`src/rtl/axis_frame_source.sv`:
```
// AXI4-Stream frame source: packetises upstream pixel words into one frame
// (LINES_PER_FRAME lines of LINE_LEN pixels) per start command, marking
// start-of-frame on tuser and end-of-line on tlast. A 2-entry skid buffer
// keeps pixel_ready registered while sustaining one beat per cycle.
module axis_frame_source #(
  parameter int DATA_WIDTH      = 32,
  parameter int LINE_LEN        = 8,
  parameter int LINES_PER_FRAME = 4
) (
  input  logic                  clk,
  input  logic                  rst,
  input  logic                  start,
  input  logic [DATA_WIDTH-1:0] pixel_data,
  input  logic                  pixel_valid,
  output logic                  pixel_ready,
  output logic [DATA_WIDTH-1:0] m_axis_tdata,
  output logic                  m_axis_tvalid,
  input  logic                  m_axis_tready,
  output logic                  m_axis_tlast,
  output logic                  m_axis_tuser,
  output logic                  busy,
  output logic                  frame_done
);

  localparam int CW = (LINE_LEN > 1) ? $clog2(LINE_LEN) : 1;
  localparam int RW = (LINES_PER_FRAME > 1) ? $clog2(LINES_PER_FRAME) : 1;

  typedef enum logic [1:0] {
    IDLE,
    ACCEPT,
    DRAIN,
    DONE
  } state_t;

  state_t                state;
  state_t                state_nxt;
  logic [CW-1:0]         col;
  logic [RW-1:0]         row;
  logic [1:0]            count;
  logic [1:0]            count_nxt;
  // skid entries hold {data, tuser, tlast}; ent0 is the head
  logic [DATA_WIDTH+1:0] ent0;
  logic [DATA_WIDTH+1:0] ent1;
  logic [DATA_WIDTH+1:0] new_beat;
  logic                  push;
  logic                  pop;
  logic                  col_last;
  logic                  is_final;

  assign push     = pixel_valid & pixel_ready;
  assign pop      = m_axis_tvalid & m_axis_tready;
  assign col_last = (col == CW'(LINE_LEN - 1));
  assign is_final = col_last && (row == RW'(LINES_PER_FRAME - 1));
  assign new_beat = {pixel_data, (col == '0) && (row == '0), col_last};

  assign m_axis_tvalid = (count != 2'd0);
  assign m_axis_tdata  = ent0[DATA_WIDTH+1:2];
  assign m_axis_tuser  = ent0[1];
  assign m_axis_tlast  = ent0[0];

  // Next occupancy and next FSM state
  always_comb begin
    count_nxt = count + 2'(push) - 2'(pop);
    state_nxt = state;
    case (state)
      IDLE:    if (start) state_nxt = ACCEPT;
      ACCEPT:  if (push && is_final) state_nxt = DRAIN;
      DRAIN:   if (count_nxt == 2'd0) state_nxt = DONE;
      DONE:    state_nxt = IDLE;
      default: state_nxt = IDLE;
    endcase
  end

  // FSM, counters, skid buffer and registered status outputs
  always_ff @(posedge clk or posedge rst) begin
    if (rst) begin
      state       <= IDLE;
      col         <= '0;
      row         <= '0;
      count       <= '0;
      ent0        <= '0;
      ent1        <= '0;
      pixel_ready <= 1'b0;
      busy        <= 1'b0;
      frame_done  <= 1'b0;
    end else begin
      state      <= state_nxt;
      busy       <= (state_nxt != IDLE);
      frame_done <= (state_nxt == DONE);
      // final-pixel acceptance moves to DRAIN, which already drops ready
      pixel_ready <= (state_nxt == ACCEPT) && (count_nxt < 2'd2);
      count      <= count_nxt;

      if (state == IDLE) begin
        col <= '0;
        row <= '0;
      end else if (push) begin
        if (col_last) begin
          col <= '0;
          row <= row + RW'(1);
        end else begin
          col <= col + CW'(1);
        end
      end

      case ({push, pop})
        2'b10: begin
          if (count == 2'd0) ent0 <= new_beat;
          else               ent1 <= new_beat;
        end
        2'b01: ent0 <= ent1;
        2'b11: begin
          if (count == 2'd1) begin
            ent0 <= new_beat;
          end else begin
            ent0 <= ent1;
            ent1 <= new_beat;
          end
        end
        default: ;
      endcase
    end
  end

endmodule

```
`config.mk`:
```
export PLATFORM = sky130hd
export DESIGN_NAME = axis_frame_source
export DESIGN_NICKNAME = d
export VERILOG_FILES = /design/src/rtl/axis_frame_source.sv
export SDC_FILE = /design/constraint.sdc
export NUM_CORES = 1
export LEC_CHECK = 0
export BUFFER_PORTS_ARGS = -buffer_cell sky130_fd_sc_hd__buf_2
export CELL_PAD_IN_SITES_DETAIL_PLACEMENT = 2
export CELL_PAD_IN_SITES_GLOBAL_PLACEMENT = 2
export CORE_UTILIZATION = 35
export CTS_CLUSTER_SIZE = 16
export DETAILED_ROUTE_END_ITERATION = 10
export PLACE_DENSITY_LB_ADDON = 0.1
export SETUP_SLACK_MARGIN = 0.3
export SYNTH_ARGS = -nofsm -noshare
export SYNTH_HDL_FRONTEND = slang
export SYNTH_SLANG_ARGS = --single-unit
```
`constraint.sdc`:
```
create_clock -name clk -period 3.1 [get_ports clk]
set_clock_uncertainty 0.05 [all_clocks]
set_input_delay 0.31 -clock clk [delete_from_list [all_inputs] [get_ports clk]]
set_output_delay 0.31 -clock clk [all_outputs]
set_load 0.01 [all_outputs]
```
-- After elaboration in Yosys (flattened, before gate mapping)
Index checks and enable logic that the tools add are counted.
- output and inout port bits: 38
- word-level logic and storage cells: 64
- flip-flop bits (word level): 80
- input bits: 37
- bitwise gates (word level): 2
- add/subtract/negate cells: 4
- order comparisons: 1
- multiplexer cells: 16
- equal/unequal tests: 14
- reductions and logical operators: 18
- operator list (kind ; count):
    $mux 34 ; 4
    $pmux 34 s3 ; 1
    $pmux 34 s2 ; 1
    $eq 2x2->1 const B ; 6
    $mux 2 ; 6
    $reduce_bool 2->1 ; 5
    $mux 3 ; 3
    $eq 2x1->1 const B ; 4
    $logic_not 2->1 ; 4
    $pmux 2 s4 ; 1
    $ne 2x2->1 const B ; 3
    $logic_and 1x1->1 ; 4
    $reduce_and 2->1 ; 2
    $add 3x1->3 const B ; 1
    $eq 3x3->1 const B ; 1
    $logic_not 3->1 ; 1
    $reduce_and 3->1 ; 1
    $reduce_bool 3->1 ; 1
    $add 2x1->2 ; 1
    $add 2x1->2 const B ; 1
    $and 1x1->1 ; 2
    $lt 2x2->1 const B ; 1
    $sub 2x1->2 ; 1

-- Depth between registers and ports, before layout
- depth in word-level cells: 8
- gate-level depth with buffers: 8
- mapped depth without buffers: 7

-- Least setup slack after synthesis
No wires, ideal clock.
- path kind: reg-to-reg
- start: register pixel_ready
- end: register ent1[10]
- data arrival time: 2.042 ns
- library setup time: 0.125 ns
- setup slack: 0.883 ns
- data required time: 2.925 ns
- cell stages (with the launch flop): 9
- path buffers: 1
- clock period less this slack: 2.217 ns
- path through: dfrtp_1 -> nand2_2 -> inv_1 -> ha_1 -> and2b_2 -> nor2_2 -> o31ai_4 -> buf_6 -> mux2_2
- word-level cells in the longest chain between the ends: 4
- elaborated cells between the ends (all ways): 8
- classes of those cells: eq/ne: 4; mux: 1; bitwise: 1; reduce/logical: 2
- RTL lines (what ; line ; text):
    start, declared ; 15 ; output logic pixel_ready,
    start signal, assigned ; 91 ; pixel_ready <= (state_nxt == ACCEPT) && (count_nxt < 2'd2);
    $and 1x1->1 (*) ; 50 ; assign push = pixel_valid & pixel_ready;
    $eq 2x2->1 ; 106 ; case ({push, pop})
    $ne 2x2->1 (no line) / $reduce_bool 2->1 (equally long branches) ; -- ;
    $reduce_and 3->1 (no line) ; -- ;
    end signal, assigned ; 109 ; else ent1 <= new_beat;
    end signal, assigned ; 117 ; ent1 <= new_beat;
    end, declared ; 43 ; logic [DATA_WIDTH+1:0] ent1;
Mark *: on every way between the ends. The rest lies on a longest branch, timed or not.
A chain may end at the register's enable or synchronous reset.

-- Worst setup path in the final report
- start: register pixel_ready
- end: register ent1[26]
Same word-level chain as after synthesis.

==> impl_table.tex <==
\begin{tabular}{lr}
\hline
Metric & Value \\
\hline
\multicolumn{2}{l}{\textbf{Synth}} \\
Total number of yosys warnings & 0 \\
Syn Area/Cell & 11.86 um2 \\
Sequential share of the synthesized area & 58.18\% \\
Count of distinct cell types in the synthesized netlist & 36 \\
Count of flip-flops with a built-in enable after synthesis & 0 \\
Synth Flop Type & dfrtp\_1 \\
\#FFs+latches synth & 80 \\
Synthesized cell area & 0.003441 mm2 \\
Synthesized instance count & 290 \\
Syn nets & 334 \\
Async set-or-reset flop fraction in the synthesized netlist & 100.0\% \\
\multicolumn{2}{l}{\textbf{Global routing}} \\
Initial antenna violation count & 0 \\
Remaining Overflow, GRT & 0 \\
Via count of the first global-routing pass & 2638 \\
GR Util met1 & 22.45\% \\
Global-route track usage on met2 & 28.68\% \\
Met3 Track Usage GR & 3.520\% \\
Layer with the highest usage & met2 \\
Largest net degree at the start of global routing & 42 \\
First-pass GRT wire length & 13510 um \\
All-layer global routing usage & 17.29\% \\
\multicolumn{2}{l}{\textbf{Placement}} \\
Number of cells in the design after placement & 484 \\
PortBufs & 74 \\
Placer Congestion & 0.7873 \\
Detailed placement HPWL & 5556 um \\
\multicolumn{2}{l}{\textbf{Clocking}} \\
Post-CTS setup buffer count & 0 \\
Root buffer selected by CTS & clkbuf\_8 \\
CTS HTree Levels & 3 \\
Hold\_buf cts & 0 \\
Clock tree from TritonCTS & done \\
Clock edge transition at the registers on the reported setup and hold paths & 0.08 ns \\
CTS Sinks & 80 \\
Total of cells resized after clock tree synthesis & 0 \\
Number of buffers added by the clock tree synthesis step & 9 \\
Largest buffer count on any clock path & 2 \\
Source-to-sink clock delay at the later pin of the worst-skew pair & 0.35 ns \\
\multicolumn{2}{l}{\textbf{STA}} \\
RSZ-0062 raised after global routing & no \\
Fin crit period & 2.443 ns \\
Final Setup Violations & 0 \\
Worst Max-Slew Pin Slew & 0.7347 ns \\
Maximum operating frequency & 409.3 MHz \\
Final-layout worst hold slack & 0.001525 ns \\
Number of slew-limit violations in the final report & 0 \\
Setup TNS & 0 ns \\
Slew HR & 50.96\% \\
Final period util & 78.82\% \\
Number of hold-slack violations in the final timing report & 0 \\
\multicolumn{2}{l}{\textbf{Finish}} \\
Post-layout nets & 410 \\
Sequential cell area & 0.002002 mm2 \\
Multi-input combinational cell area & 0.001329 mm2 \\
Share of post-route cells with drive strength above 1 & 36.12\% \\
Post-synthesis to final-layout area growth & 21.20\% \\
Final Non-Filler Cells & 500 \\
Number of antenna repair diodes & 0 \\
Fill cell total of the finished layout & 1022 \\
\multicolumn{2}{l}{\textbf{Routing}} \\
Initial drt markers & 44 \\
Average wire per standard cell & 16.40 um \\
DRC errors left & 0 \\
Via Count & 2521 \\
Antenna Nets Post-Route & 0 \\
WL final & 8200 um \\
Drt first pass iters & 5 \\
Detailed-route vias per instance & 5.042 \\
\multicolumn{2}{l}{\textbf{Worst setup path}} \\
Beginning of the worst register-to-register path & pixel\_ready \\
CP Data Arrival Time & 2.63 ns \\
Category of the worst setup path capture point & flop \\
CP Max Fanout & 22 \\
Flop2flop setup slack & 0.66 ns \\
WS Path Type & reg -> reg \\
Reg2Reg Depth & 8 \\
Type of origin of the critical path & flop \\
Required time reported for the critical path endpoint & 3.28 ns \\
Capture instance of the worst register-to-register path & ent1[26] \\
\multicolumn{2}{l}{\textbf{Die}} \\
Area of the core & 0.009371 mm2 \\
Num rows & 35 \\
Top-level I/O count & 75 \\
Vertical die dimension & 101.2 um \\
Total die area & 0.01023 mm2 \\
Die boundary width & 101.2 um \\
Effective utilization at floorplan & 36.72\% \\
\multicolumn{2}{l}{\textbf{Job}} \\
Count of max-cap constraint violations & 0 \\
\multicolumn{2}{l}{\textbf{Run status}} \\
Status & complete, no violations \\
\multicolumn{2}{l}{\textbf{Worst hold path}} \\
Path class of the lowest-slack min-delay path & in -> async \\
\multicolumn{2}{l}{\textbf{Pwr}} \\
Total power per unit cell area & 1032 mW/mm2 \\
Final Power & 4.306 mW \\
Maximum VDD drop & 0.3297 mV \\
Leakage power & 1.898 nW \\
\hline
\end{tabular}
-- Yosys cell counts (2+ instances only) --
cell type,instances,area share [%]
buf_6,3,0.98
inv_1,6,0.65
nor3_1,3,0.44
xnor2_1,2,0.51
a22oi_1,35,7.6
dfrtp_1,80,58
mux2_1,6,2.0
a21oi_1,40,5.8
buf_2,10,1.5
nand2_1,7,0.76
mux2_2,28,9.2
buf_4,3,0.65
ha_1,7,2.5
nor2_1,38,4.1
-- kinds of logic (layout without fill, tap and decap cells) --
kind of cell,Yosys count,after routing,share of synthesized area [%]
multiplexers,35,35,11.42
flip-flops,80,80,58.18
AO/OA/AOI/OAI,86,86,16.36
buffers and inverters,23,104,3.854
adder cells (fa/ha/maj),7,7,2.545
AND/OR/NAND/NOR,57,57,7.128
XOR/XNOR,2,2,0.5092
-- where the power goes --
part           switching [mW]  leakage (nW)  internal, mW  total (mW)
combinational           0.897         0.846         0.749        1.65
clock                   0.391         0.110         0.452       0.842
sequential              0.282         0.942          1.54        1.82
total                    1.57          1.90          2.74        4.31
-- cell usage in the layout (no fill, tap or decap), drive strengths merged --
| cell | n |
|---|---|
| buf | 82 |
| dfrtp | 80 |
| a21oi | 40 |
| nor2 | 39 |
| a22oi | 35 |
| mux2 | 34 |
| clkbuf | 10 |
| nand2 | 8 |
| ha | 7 |
| inv | 5 |
| clkinv | 5 |
| nor3 | 3 |
| o21ai | 3 |
| xnor2 | 2 |
| bufinv | 2 |
| o31ai | 2 |
| a21boi | 2 |
| and2b | 1 |
| or2 | 1 |
| o21a | 1 |
| o21bai | 1 |
| o2bb2ai | 1 |
| and3b | 1 |
| nor2b | 1 |
| mux2i | 1 |
| nand2b | 1 |
| a31oi | 1 |
| nand3b | 1 |
| nand3 | 1 |
-- per-layer routing --
metal  wire [um]  vias up
li1            -     1182
met1        3686     1276
met2        4112       54
met3         288        9
met4         112        0
met5           0        -
-- metrics by stage --
stage | setup WS [ns] | instance area [um2] | util, %
after floorplan | 0.6883 | 3441 | -
after global placement | 0.7326 | 3959 | 42.24
after detailed placement | 0.6343 | 3959 | 42.24
after CTS | 0.6262 | 4170 | 44.50
after global routing | 0.4646 | 4170 | 44.50
final | 0.6566 | 4170 | 44.50
-- worst max-delay path: stages (launching register included) --
cell	delay [ns]
dfrtp_1	0.43
nand2_2	0.20
inv_1	0.15
ha_1	0.26
and2b_2	0.26
nor2_2	0.05
o31ai_4	0.20
buf_4	0.34
mux2_2	0.38
-- flip-flops by register name (all words and copies together), names as in the netlist --
register and count:
state 2, busy 1, row 2, col 3
pixel_ready 1, ent0 34, frame_done 1, ent1 34
count 2
-- cell type report --
class	count	share of cell area, %
clock buffer	10	3.060
tap	129	3.870
sequential	80	48.00
timing repair buffer	82	10.62
inverter	6	0.5701
multi-input combinational	187	31.86
clock inverter	6	2.010
-- worst max path at each step --
stage | startpoint | endpoint | cells after the start
global route | pixel_ready | ent0[19] | 8
finish | pixel_ready | ent1[26] | 8
floorplan | rst | busy | 1
CTS | pixel_ready | ent1[26] | 8
global placement | pixel_valid | ent1[16] | 9
detailed placement | pixel_valid | ent1[10] | 9
Power figures use the tool's default switching activity.
